===== config.mk =====
export PLATFORM = sky130hd
export DESIGN_NAME = timer_counter
export DESIGN_NICKNAME = d
export VERILOG_FILES = /design/src/rtl/timer_counter.sv
export SDC_FILE = /design/constraint.sdc
export NUM_CORES = 1
export LEC_CHECK = 0
export CAP_MARGIN = 30
export CORE_MARGIN = 1.5
export CORE_UTILIZATION = 48
export CTS_CLUSTER_SIZE = 8
export DETAILED_ROUTE_END_ITERATION = 6
export PLACE_DENSITY = 0.81
export SLEW_MARGIN = 5
export SYNTH_ARGS = -nofsm -noshare
export SYNTH_HDL_FRONTEND = slang
export SYNTH_SLANG_ARGS = --single-unit
export TNS_END_PERCENT = 5

===== constraint.sdc =====
create_clock -name clk -period 2.15 [get_ports clk]
set_input_delay 0.43 -clock clk [delete_from_list [all_inputs] [get_ports clk]]
set_output_delay 0.43 -clock clk [all_outputs]
set_load 0.01 [all_outputs]

===== src/rtl/timer_counter.sv =====
// Memory-mapped timer/counter: one-shot (level irq) or auto-reload (pulse irq),
// programmed through word registers CTRL, PRESET and COUNT.
//   state | meaning
//   IDLE  | waiting for EN, COUNT holds last value
//   LOAD  | COUNT <= PRESET
//   CNT   | decrementing toward terminal count
//   INT   | terminal count reached, pending raised
module timer_counter #(
    parameter logic [31:0] RST_PRESET = 32'd0
) (
    input  logic        clk,
    input  logic        reset,
    input  logic [1:0]  addr,
    input  logic        we,
    input  logic [31:0] wdata,
    output logic [31:0] rdata,
    output logic        irq
);

    typedef enum logic [1:0] {
        ST_IDLE = 2'd0,
        ST_LOAD = 2'd1,
        ST_CNT  = 2'd2,
        ST_INT  = 2'd3
    } state_t;

    localparam logic [1:0] ADDR_CTRL   = 2'd0;
    localparam logic [1:0] ADDR_PRESET = 2'd1;
    localparam logic [1:0] ADDR_COUNT  = 2'd2;

    state_t      state_q, state_d;
    logic [3:0]  ctrl_q, ctrl_d;
    logic [31:0] preset_q, preset_d;
    logic [31:0] count_q, count_d;
    logic        pending_q, pending_d;

    logic        en;
    logic        im;
    logic        auto_reload;
    logic        wr_ctrl;
    logic        wr_preset;

    assign en          = ctrl_q[0];
    assign im          = ctrl_q[3];
    // Only MODE=1 reloads; MODE 2 and 3 fall back to one-shot behaviour.
    assign auto_reload = (ctrl_q[2:1] == 2'b01);
    assign wr_ctrl     = we && (addr == ADDR_CTRL);
    assign wr_preset   = we && (addr == ADDR_PRESET);

    always_comb begin
        state_d   = state_q;
        ctrl_d    = ctrl_q;
        preset_d  = preset_q;
        count_d   = count_q;
        pending_d = pending_q;

        case (state_q)
            ST_IDLE: begin
                if (en) begin
                    state_d = ST_LOAD;
                end
            end
            ST_LOAD: begin
                count_d = preset_q;
                state_d = en ? ST_CNT : ST_IDLE;
            end
            ST_CNT: begin
                if (!en) begin
                    state_d = ST_IDLE;
                end else if (count_q > 32'd1) begin
                    count_d = count_q - 32'd1;
                end else begin
                    count_d   = 32'd0;
                    pending_d = 1'b1;
                    state_d   = ST_INT;
                end
            end
            ST_INT: begin
                if (auto_reload) begin
                    pending_d = 1'b0;
                    state_d   = en ? ST_LOAD : ST_IDLE;
                end else begin
                    ctrl_d[0] = 1'b0;
                    state_d   = ST_IDLE;
                end
            end
            default: begin
                state_d = ST_IDLE;
            end
        endcase

        // CPU writes come last so they override the FSM's own EN clear.
        if (wr_ctrl) begin
            ctrl_d    = wdata[3:0];
            pending_d = 1'b0;
        end
        if (wr_preset) begin
            preset_d  = wdata;
            pending_d = 1'b0;
        end
    end

    always_ff @(posedge clk) begin
        if (reset) begin
            state_q   <= ST_IDLE;
            ctrl_q    <= 4'd0;
            preset_q  <= RST_PRESET;
            count_q   <= 32'd0;
            pending_q <= 1'b0;
        end else begin
            state_q   <= state_d;
            ctrl_q    <= ctrl_d;
            preset_q  <= preset_d;
            count_q   <= count_d;
            pending_q <= pending_d;
        end
    end

    always_comb begin
        rdata = 32'd0;
        case (addr)
            ADDR_CTRL:   rdata = {28'd0, ctrl_q};
            ADDR_PRESET: rdata = preset_q;
            ADDR_COUNT:  rdata = count_q;
            default:     rdata = 32'd0;
        endcase
    end

    assign irq = pending_q & im;

endmodule


Word level (Yosys, flattened, before mapping)
Cells that the tools add are included.
{"block": "op_classes", "add_sub_neg": 1, "n_lt_le_gt_ge": 1, "n_eq_ne": 12, "muxes": 18, "bitwise_logic": 1, "n_reduce_logical": 12}
{"operator": "one-hot mux 32 bit (3 select lines)", "count": 1}
{"operator": "2-to-1 mux 32 bit", "count": 2}
{"operator": "one-hot mux 32 bit (2 select lines)", "count": 1}
{"operator": "> comparator 32 x 1 -> 1 bit (second input constant)", "count": 1}
{"operator": "subtractor 32 x 1 -> 32 bit (second input constant)", "count": 1}
{"operator": "2-to-1 mux 1 bit", "count": 8}
{"operator": "2-to-1 mux 2 bit", "count": 4}
{"operator": "inequality test 2 bit (second input constant)", "count": 4}
{"operator": "one-hot mux 2 bit (4 select lines)", "count": 1}
{"operator": "equality test 2 x 1 -> 1 bit (second input constant)", "count": 3}
{"operator": "equality test 2 bit (second input constant)", "count": 3}
{"operator": "AND reduction 2 bit", "count": 3}
{"operator": "nonzero test 2 bit", "count": 3}
{"operator": "logical NOT 2 bit", "count": 2}
{"operator": "AND reduction 4 bit", "count": 1}
{"operator": "inequality test 3 bit (second input constant)", "count": 1}
{"operator": "OR reduction 3 bit", "count": 1}
{"operator": "logical AND 1 bit", "count": 2}
{"operator": "inequality test 2 x 1 -> 1 bit (second input constant)", "count": 1}
{"operator": "one-hot mux 1 bit (2 select lines)", "count": 1}
{"operator": "AND 1 bit", "count": 1}
{"block": "totals", "register_bits": 71, "input_bits": 37, "elab_cells": 51}

Logic depth before layout (Yosys ltp)
{"block": "depth", "depth_word": 4, "mapped_depth": 8, "depth_no_buf": 7}

Worst setup path after synthesis
OpenSTA, ideal clock, no wires.
{"block": "synth_timing", "path_type": "register -> register", "start": "register count_q[4]", "end": "register count_q[21]", "setup_time_ns": 0.119, "t_arrival_ns": 2.113, "setup_slack_ns": -0.082, "stages_incl_launch_ff": 9, "path_buffers": 3, "period_less_slack_ns": 2.232, "cell_sequence": "dfxtp_1 buf_6 or4_1 buf_2 nor4_4 a31o_1 buf_2 a21oi_1 o221a_1"}
{"block": "synth_between", "elab_chain_cells": 4}
{"item": "start: declaration", "line_no": "34", "source": "logic [31:0] count_q, count_d;"}
{"item": "start signal: assignment", "line_no": "114", "source": "count_q <= count_d;"}
{"item": "subtractor 32 x 1 -> 32 bit / > comparator 32 x 1 -> 1 bit (equally long branches)", "line_no": "71, 70"}
{"item": "2-to-1 mux 32 bit (*)", "line_no": "70", "source": "end else if (count_q > 32'd1) begin"}
{"item": "2-to-1 mux 32 bit (*)", "line_no": "68", "source": "if (!en) begin"}
{"item": "one-hot mux 32 bit (2 select lines) (*)", "line_no": "57", "source": "case (state_q)"}
Mark *: on every way between the ends. The rest lies on a longest branch, timed or not. The select of a mux whose other input is x is not followed.
A chain may end at the register's enable or synchronous reset.

Final worst setup path
{"block": "layout_timing", "start": "register count_q[6]", "end": "register count_q[18]"}
The elaborated chain is that of the path after synthesis.

==> run summary <==
STATUS
-------------------------------------------------------------------------------------------
Result of the run                                                              finished with violations
Violated checks                                                                negative setup slack

WORST SETUP PATH
-------------------------------------------------------------------------------------------
Max incr delay on CP                                                                0.59 ns
CP startpoint                                                                    count_q[6]
Cell seen most often among critical-path stages                                sky130_fd_sc_hd__or4_4
Required time at the worst-slack endpoint                                           2.42 ns
Max FO, Critical Path                                                                     6
Category of the most critical setup path                                            reg2reg
Slowest-stage cell, CP                                                         sky130_fd_sc_hd__or4_4
Startpoint class of the critical path                                                  flop
Largest delay share family, worst path                                         simple AND/OR/NAND/NOR gates
Cell-by-cell listing of the critical path                                      or4_4, or4_4, o21ai_0, a21oi_1, a211oi_2
FF-to-FF setup slack                                                               -0.07 ns
Worst reg2reg startpoint                                                         count_q[6]
Endpoint kind of the worst setup timing path                                           flop
Arrival time worst endpoint                                                         2.50 ns
Count of buffering cells on the critical path with inverters included                     0

PWR
-------------------------------------------------------------------------------------------
Share of total power in the clock network                                             32.1%
Peak VDD IR                                                                          398 uV
Share of power burned in registers                                                    46.3%
Power Dens Cells                                                                554 nW/um^2
Net switching power figure                                                           895 uW
Int Power                                                                           2.10 mW
Leakage                                                                             2.17 nW
Combinational cell fraction of total power                                            21.6%
Share of total power consumed by net switching                                        29.9%
Final total power                                                                   2.99 mW

LOGIC SYNTHESIS
-------------------------------------------------------------------------------------------
Area of the mapped netlist                                                       3950 sq um
Synth Net Count                                                                         561
Number of distinct library cells after synthesis                                         49
Synth Area per Inst                                                              7.56 sq um
Ys async rst share                                                                       0%
Dominant register cell in the synthesized netlist                              sky130_fd_sc_hd__dfxtp_1
Mapped Cells                                                                            522
Sequential fraction of the synthesis area                                             36.0%
Most frequently used cell type in the post-synthesis netlist                   sky130_fd_sc_hd__nand2_1
Synth Warn #                                                                              0
Post-synth top cells                                                           sky130_fd_sc_hd__nand2_1, sky130_fd_sc_hd__dfxtp_1, sky130_fd_sc_hd__a21oi_1
Cell type with the largest total area after synthesis                          sky130_fd_sc_hd__dfxtp_1
Count of flip-flops with a built-in enable after synthesis                                0
Yosys top cell area share                                                             36.0%
Flip-flop and latch count after synthesis                                                71
Top cells by area, synth                                                       sky130_fd_sc_hd__dfxtp_1, sky130_fd_sc_hd__nand2_1, sky130_fd_sc_hd__a21oi_1

GRT
-------------------------------------------------------------------------------------------
Pin count of the biggest net entering global routing                                     33
Global-route congestion overflow total                                                    0
Number of antenna violations at the first check in global routing                         0
All-Layer GR Usage                                                                    31.3%
Global-route wire length before repair                                             21500 um
Via count of the first global-routing pass                                             4369

CELLS AND AREA
-------------------------------------------------------------------------------------------
Final standard cell utilization of the core                                           68.9%
Area growth syn-to-layout                                                             36.9%
# nets final                                                                            659
Number of antenna repair diodes                                                           0
Share of final-layout standard cells stronger than drive strength 1                   17.9%

STA
-------------------------------------------------------------------------------------------
Setup slack of the critical path after layout                                    -0.0714 ns
Post-route minimum period                                                           2.22 ns
Unrepaired setup endpoints after global routing                                        true
Number of pins exceeding their max-slew limit in the final report                         0
Final worst path period share                                                          103%
Achievable frequency                                                              0.450 GHz
Total of endpoints with negative setup slack in the final report                          2
Actual slew at the worst max-slew pin                                              0.594 ns
Hold Violations, Final                                                                    0
Sum of negative setup slack                                                      -0.0730 ns
Normalized max-slew margin                                                            60.3%
Worst setup skew after layout                                                     0.0123 ns

DETAILED ROUTING
-------------------------------------------------------------------------------------------
Number of design-rule violations left by the first detailed-router iteration            519
Detailed Route WL                                                                  13600 um
Number of iterations in the first detailed-routing pass                                   5
Final routed DRC violation total                                                          0
Final routed wire length divided by cell count                                      18.8 um
Vias per std cell                                                                      6.41
Total via count in the routed design                                                   4659
Antenna Nets Post-Route                                                                   0

DIE
-------------------------------------------------------------------------------------------
Cell row count                                                                           32
Die width                                                                           93.7 um
DIE AREA                                                                         8780 sq um
I/O pins                                                                                 70
Die span in y                                                                       93.7 um
Floorplan Core Area                                                              7850 sq um
Starting density of the core                                                          50.3%

PLACED DESIGN
-------------------------------------------------------------------------------------------
Post-DP HPWL                                                                        8560 um
Worst-case setup slack after placement                                            -0.384 ns
Routability cong.                                                                     0.943
Port Buf Inserts                                                                         69

CLOCK TREE
-------------------------------------------------------------------------------------------
H-Tree Depth                                                                              3
Total clock buffers created by CTS                                                        9
Clock tree buffer depth                                                                   2
Root buffer cell                                                               sky130_fd_sc_hd__clkbuf_8
CTS clock-pin slew for the worst setup and hold paths                               0.08 ns
Num Clock Sinks                                                                          71
CTS tree                                                                               done
Clock latency at the later pin of the worst-skew pair                               0.35 ns
Total of hold buffers inserted after clock tree synthesis                                 0

JOB
-------------------------------------------------------------------------------------------
Max cap viols                                                                             0

MIN PATH
-------------------------------------------------------------------------------------------
Hold Path Class                                                                     reg2reg
Worst Hold Launch                                                              preset_q[12]

[metal layers]
metal	part of all wire, %	global-route usage (%)
met4	4.5	17.0
met2	45	48.2
met1	41	41.0
met5	0	0
met3	9.5	6.47
[flip-flops by register name (all words and copies together), names as in the netlist]
name and flops:
preset_q 32, count_q 32, pending_q 1, ctrl_q 4, state_q 2
[repair_timing]
item | 4_1_cts | 5_1_grt
setup buffers | 2 | 0
pin swaps | 2 | 4
resized for setup | 41 | 18
gates cloned | 3 | 0
setup endpoints to repair | 43 | 48
[metrics by stage]
stage                     std cells  hold slack, ns  area (sq um)
final                           727           0.479          5400
after global routing            727           0.505          5400
after CTS                       727           0.478          5330
after detailed placement        706           0.464          5080
after global placement          706           0.461          5080
after floorplan                 522           0.446          3980
[layout make-up]
cell class | count | area, sq um
sequential | 71 | 1420
multi-input combinational | 398 | 2420
fill | 649 | 2440
clock buffer | 13 | 149
clock inverter | 3 | 18.8
inverter | 8 | 30.0
timing repair buffer | 132 | 1230
tap | 102 | 128
[power groups by stage]
stage | Sequential [mW] | Clock (mW) | Combinational, mW
global placement | 1.41 | 0 | 0.556
finish | 1.39 | 0.962 | 0.645
global route | 1.39 | 1.03 | 0.686
floorplan | 1.41 | 0 | 0.313
CTS | 1.38 | 0.964 | 0.605
detailed placement | 1.41 | 0 | 0.571
[cell usage in the layout (no fill, tap or decap), types with 3 or more instances in the layout]
cell type,Yosys,final
sky130_fd_sc_hd__inv_1,8,8
sky130_fd_sc_hd__or2_2,4,4
sky130_fd_sc_hd__a21oi_1,62,62
sky130_fd_sc_hd__o31ai_1,3,3
sky130_fd_sc_hd__o21a_1,7,7
sky130_fd_sc_hd__or4_4,1,5
sky130_fd_sc_hd__a31o_2,5,5
sky130_fd_sc_hd__nor4_1,7,7
sky130_fd_sc_hd__a221oi_1,5,4
sky130_fd_sc_hd__or3_1,4,3
sky130_fd_sc_hd__nand3_1,11,11
sky130_fd_sc_hd__o41ai_1,4,3
sky130_fd_sc_hd__or4_1,7,3
sky130_fd_sc_hd__clkbuf_8,0,10
sky130_fd_sc_hd__nand4_1,7,7
sky130_fd_sc_hd__nand2_1,97,97
sky130_fd_sc_hd__clkbuf_1,36,3
sky130_fd_sc_hd__a211oi_1,22,19
sky130_fd_sc_hd__clkdlybuf4s50_1,0,34
sky130_fd_sc_hd__buf_4,0,54
sky130_fd_sc_hd__nor2_1,26,25
sky130_fd_sc_hd__mux2i_1,7,7
sky130_fd_sc_hd__a211oi_2,0,3
sky130_fd_sc_hd__buf_12,0,4
sky130_fd_sc_hd__nor3_1,10,9
sky130_fd_sc_hd__dfxtp_1,71,69
sky130_fd_sc_hd__a22o_1,28,28
sky130_fd_sc_hd__dlygate4sd2_1,0,33
sky130_fd_sc_hd__a21o_1,5,5
sky130_fd_sc_hd__o21ai_0,42,42
[logic make-up after synthesis]
logic type / Yosys count / share of synthesized area (%)
AOI/OAI and AO/OA: 196 / 32.6
xor gates and xnor gates: 2 / 0.444
adders and majority gates: 2 / 0.634
buffers and inverters: 53 / 5.45
DFF: 71 / 36.0
muxes: 7 / 1.77
and+or+nand+nor: 191 / 23.1
[path summary, 6_finish.rpt]
| path | to | depth (start not counted) |
|---|---|---|
| setup / recovery | count_q[18] | 5 |
| hold / removal | preset_q[12] | 2 |
| setup reg to reg | count_q[18] | 5 |
| hold reg to reg | preset_q[12] | 2 |
[worst min-delay path: stages (launching register included)]
cell and delay, ns:
sky130_fd_sc_hd__dfxtp_1 0.33, sky130_fd_sc_hd__nand2_1 0.06, sky130_fd_sc_hd__a21oi_1 0.05
No activity file was read; power rests on OpenSTA's default activity.
==> variant 1 (config.mk and constraints unchanged) <==
Re-encode `state_t` (4 states) as one-hot, 4 bits wide.
--- a/src/rtl/timer_counter.sv
+++ b/src/rtl/timer_counter.sv
@@ -18,9 +18,9 @@
 );
 
-    typedef enum logic [1:0] {
-        ST_IDLE = 2'd0,
-        ST_LOAD = 2'd1,
-        ST_CNT  = 2'd2,
-        ST_INT  = 2'd3
+    typedef enum logic [3:0] {
+        ST_IDLE = 4'b0001,
+        ST_LOAD = 4'b0010,
+        ST_CNT  = 4'b0100,
+        ST_INT  = 4'b1000
     } state_t;
 
Formal check against the unedited RTL: no difference found for any inputs over 4 cycles, from zero or initial values and one cycle with reset high; so few cycles prove little.
==> variant 1 against the unedited design <==
- sequential cell count rose by 2
- count of clock-buffer cells in the layout fell by 4
- global-route usage decreased by 1.0 points
- area after synthesis rose by 7.7%
- wire length is 5.4% higher
- worst setup slack gained 0.15 ns
- clock skew is 0.00057 ns higher
- design area increased by 4.7%
Power is not compared: it rests on default switching activity, and its combinational part moved more than twofold at a synthesized area within 25%.
==> variant 1: results (changes against the unedited design) <==
gp_routability_congestion: 0.9250  # -1.9%
synth-seq-area-share_pct: 34.35  # -1.6 points
antenna_found_initial: 0  # unchanged
seq_power_share_pct: 48.8
hp-start: "preset_q[29]"
avgSynthCellArea_um2: 7.637  # +0.96%
via_per_inst: 6.365  # -0.67%
cts_buffers: 9  # unchanged
async_reset_ff_share_pct: 0  # unchanged
power.density_nw_per_um2: 507.0
synth_cell_types: 59  # +20%
postSynthNetCount: 596  # +6.2%
worst_pin_slew_ns: 0.7268  # +0.1326 ns
root_buffer: "clkbuf_8"
finalNonFillerCells: 769  # +5.8%
io_buffers: 69  # unchanged
synthMuxAreaShare_pct: 1.647  # -0.13 points
clk_latency_ns: 0.36
clock_power_share_pct: 42.0
synth_xor_area_share_pct: 0  # -0.44 points
arrival_ns: 2.29  # -0.21 ns
fin_skew_ns: 0.01289  # +0.0005651 ns
ys_warn_count: 0  # unchanged
htree_levels: 3  # unchanged
synth_area_leaders: "dfxtp_1 (34%), nand2_1 (8.3%), a21oi_1 (6.5%), a22o_1 (5.8%), clkbuf_1 (3.7%)"
cts.path.max_buffers: 2  # unchanged
synth_fa_ha_area_share_pct: 0.5882  # -0.045 points
grt_pass1_wl_um: 23280  # +8.0%
synth_compound_area_share_pct: 27.00  # -5.6 points
synth_commonest_cells: "nand2_1 (94), dfxtp_1 (73), a21oi_1 (55)"
vdd_drop_max_v: 0.0002888
grt_max_degree: 66  # +100%
layout-drive-gt1-share_pct: 19.97  # +2.0 points
nets: 695  # +5.5%
place_hpwl_um: 9534  # +11%
clk_pin_slew_ns: 0.09
reg.largest.list: "count_q (32), preset_q (32)"
ant_nets: 0  # unchanged
n_fill_cell: 757  # +17%
drv_cap: 0  # unchanged
status: "completed"
wl_um: 14370  # +5.4%
worst_hold_path_type: "reg -> reg"
post-place-ws_ns: -0.4029  # -0.01871 ns
cp_max_fo: 20  # +14
drtPass1Iterations: 5  # unchanged
grt_use_total_pct: 30.32  # -1.0 points
leakage_nw: 2.213
dp.cells: 746  # +5.7%
p_switching_uw: 702.7
timing.rr.start: "count_q[10]"
drtIter0Drc: 497  # -4.2%
grt_pass1_vias: 4632  # +6.0%
start_kind: "flip-flop"
antennaDiodeCount: 0  # unchanged
[variant 1: per-layer routing]
metal	up-vias	GRT usage, %	share of wire [%]
met5	-	0	0
met4	0	13.49	3.4
met3	44	6.475	9.9
met2	292	48.25	47
met1	2271	39.50	40
li1	2288	-	-
[variant 1: critical path, cell delays in order, from the launching register on]
cell and delay, ns:
dfxtp_1 0.36, or4_1 0.51, buf_4 0.20, nor2_4 0.14
nand4_2 0.15, buf_4 0.24, a32oi_1 0.22, o32ai_1 0.11
[variant 1: final timing paths]
check	slack (ns)	cells after the start	endpoint
max	0.08	7	count_q[18]
min	0.48	2	preset_q[29]
max reg2reg	0.08	7	count_q[18]
min reg2reg	0.48	2	preset_q[29]
[variant 1: timing repair]
item / 4_1_cts / 5_1_grt
buffers inserted: 4 / 0
gates resized for setup: 76 / 28
endpoints found under the setup margin: 32 / 27
pin swaps: 1 / 1
endpoints found under the hold margin: 0 / 0
gates cloned: 3 / 0
[variant 1: final cells by class]
class | instances | share of cell area, %
tap | 108 | 2.388
timing repair buffer | 139 | 21.40
sequential | 73 | 25.82
clock buffer | 9 | 2.189
multi-input combinational | 421 | 45.72
inverter | 12 | 0.7959
clock inverter | 7 | 1.680
[variant 1: stage by stage]
stage	TNS (ns)	area [um^2]
2_1_floorplan	0	4254
3_3_place_gp	-10.15	5396
3_5_place_dp	-10.69	5396
4_1_cts	0	5733
5_1_grt	-0.1407	5659
6_report	0	5659
[variant 1: cells by family (layout without fill, tap and decap cells)]
group / after synthesis / in the layout
adders and majority gates: 2 / 2
and+or+nand+nor: 246 / 246
muxes: 7 / 7
buffers and inverters: 63 / 167
AOI/OAI and AO/OA: 166 / 166
DFF: 73 / 73
==> variant 2 (same settings) <==
Made on the original files. Make the reset (`reset`) asynchronous in one clocked block.
--- a/src/rtl/timer_counter.sv
+++ b/src/rtl/timer_counter.sv
@@ -101,5 +101,5 @@
     end
 
-    always_ff @(posedge clk) begin
+    always_ff @(posedge clk or posedge reset) begin
         if (reset) begin
             state_q   <= ST_IDLE;
Check against the original RTL: differs if reset is asserted again (counterexample within 4 cycles, from zero or initial values and one cycle with reset high); with reset held inactive, the same outputs for 4 cycles.
==> variant 2 against the unedited design <==
- the flow still finishes with violations (negative setup slack)
- design area grew 6.1%
- sequential cell count is the same
- core utilization increased by 1.2 points
- largest cell class unchanged
- hold slack got worse by 0.021 ns
- die area rose by 1.9%
- wire length fell by 8.5%
- maximum frequency down 7.3%
- area after synthesis rose by 2.0%
- critical path type unchanged
- via count shrank 14%
- final cell count is 12% lower
- worst setup slack got worse by 0.18 ns
Power is not compared: it rests on default switching activity, and its combinational part moved more than twofold at a synthesized area within 25%.
==> variant 2: results (changes against the unedited design) <==
crit_path_max_incr_delay_ns: 0.56  # -0.03 ns
nets: 570  # -14%
synth-seq-area-share_pct: 44.11  # +8.1 points
synth_xor_area_share_pct: 0  # -0.44 points
leakage_nw: 2.581
crit_slowest_cell: "or4_4"
root_buffer: "clkbuf_8"
cp_max_fo: 5  # -1
gp_routability_congestion: 0.8985  # -4.7%
violations: "negative setup slack"
finalNonFillerCells: 641  # -12%
place_hpwl_um: 7920  # -7.5%
ys_warn_count: 0  # unchanged
drtPass1Iterations: 5  # unchanged
arrival_ns: 2.62  # +0.12 ns
synth_cell_types: 46  # -6.1%
placed_cell_area_um2: 5293  # +4.2%
synth_area_leaders: "dfrtp_1 (44%), mux2_2 (9.8%), a22o_1 (6.3%), a22oi_1 (3.4%), nand3_1 (3.4%)"
num_vias: 4025  # -14%
cts_buffers: 9  # unchanged
yosysMostFrequentCell: "dfrtp_1"
worst_hold_path_type: "in -> async"
synth_compound_area_share_pct: 20.32  # -12 points
relSlewSlack_pct: 72.52  # +12 points
grt_pass1_wl_um: 19540  # -9.3%
setup_viol: 32  # +30
avgSynthCellArea_um2: 9.945  # +31%
grt_max_degree: 72  # +120%
synth_fa_ha_area_share_pct: 0.6213  # -0.012 points
fin_skew_ns: 0.009620  # -0.002703 ns
wl_per_cell_um: 19.47  # +3.8%
worst_slack_ns: -0.2474  # -0.1759 ns
drtIter0Drc: 269  # -48%
post-place-ws_ns: -0.3758  # +0.008357 ns
async_reset_ff_share_pct: 100.0  # +100 points
postSynthNetCount: 444  # -21%
antenna_found_initial: 0  # unchanged
synthMuxAreaShare_pct: 10.78  # +9.0 points
status: "complete, but fails checks"
dp.cells: 613  # -13%
io_buffers: 69  # unchanged
grt_use_total_pct: 28.48  # -2.9 points
cts_hold_buf: 0  # unchanged
synth_commonest_cells: "dfrtp_1 (71), mux2_2 (35), nand2_1 (33)"
layout-drive-gt1-share_pct: 31.90  # +14 points
antennaDiodeCount: 0  # unchanged
finalSetupTns_ns: -3.710  # -3.637 ns
variant 2: changes by cell type after synthesis, moves of 22 or more:
cell,change
a211oi_1,-22
a21oi_1,-47
dfrtp_1,+71
dfxtp_1,-71
mux2_2,+35
nand2_1,-64
o21ai_0,-33
variant 2: cells by family after synthesis:
kind of cell / Yosys count
simple gates: 147
flops: 71
buf+inv: 37
compound gates: 109
fa+ha+maj: 2
mux: 39
variant 2: worst paths after layout:
check	startpoint	endpoint	slack, ns	cells after the start
max in group asynchronous	reset	preset_q[20]	1.36	3
hold / removal	reset	preset_q[26]	0.46	3
setup / recovery	count_q[6]	count_q[19]	-0.25	8
min in group clk	preset_q[14]	count_q[14]	0.53	2
setup reg to reg	count_q[6]	count_q[19]	-0.25	8
hold reg to reg	preset_q[14]	count_q[14]	0.53	2
variant 2: repair_timing:
item                       4_1_cts  5_1_grt
pin swaps                        3       15
setup endpoints to repair       63       43
resized for setup               52       36
gates cloned                     1        0
setup buffers                    3        9
variant 2: power groups by stage:
stage               registers (mW)  logic, mW  clock network [mW]
global placement              2.15       2.79                   0
floorplan                     2.16       1.63                   0
finish                        2.20       3.19               0.995
detailed placement            2.18       2.88                   0
CTS                           2.17       2.90               0.989
global route                  2.25       3.43                1.05
variant 2: layout make-up:
type / instances / area, um^2
clock inverters: 4 / 20.02
repair buffers: 146 / 1366
inverters: 6 / 22.52
multi-input cells: 297 / 2260
fillers: 616 / 2444
clock buffers: 12 / 155.1
well taps: 105 / 131.4
flip-flops and latches: 71 / 1777
variant 2: critical path: cells and delay by family (launching register included):
family,cells,cell delay (ns)
compound gates,1,0.11
simple gates,4,1.24
flops,1,0.39
buf+inv,3,0.51
variant 2: through the flow:
| stage | utilization, % | hold slack, ns |
|---|---|---|
| 2_1_floorplan | - | 0.4735 |
| 3_3_place_gp | 64.74 | 0.5052 |
| 3_5_place_dp | 64.74 | 0.5144 |
| 4_1_cts | 67.81 | 0.4903 |
| 5_1_grt | 70.11 | 0.5104 |
| 6_report | 70.11 | 0.4574 |
variant 2: metal layers:
| layer | track usage (%) | vias to the layer above | routed length [um] |
|---|---|---|---|
| li1 | - | 1811 | - |
| met1 | 34.40 | 1970 | 4956 |
| met2 | 49.11 | 204 | 6280 |
| met3 | 4.670 | 40 | 855 |
| met4 | 13.81 | 0 | 387 |
| met5 | 0 | - | 0 |
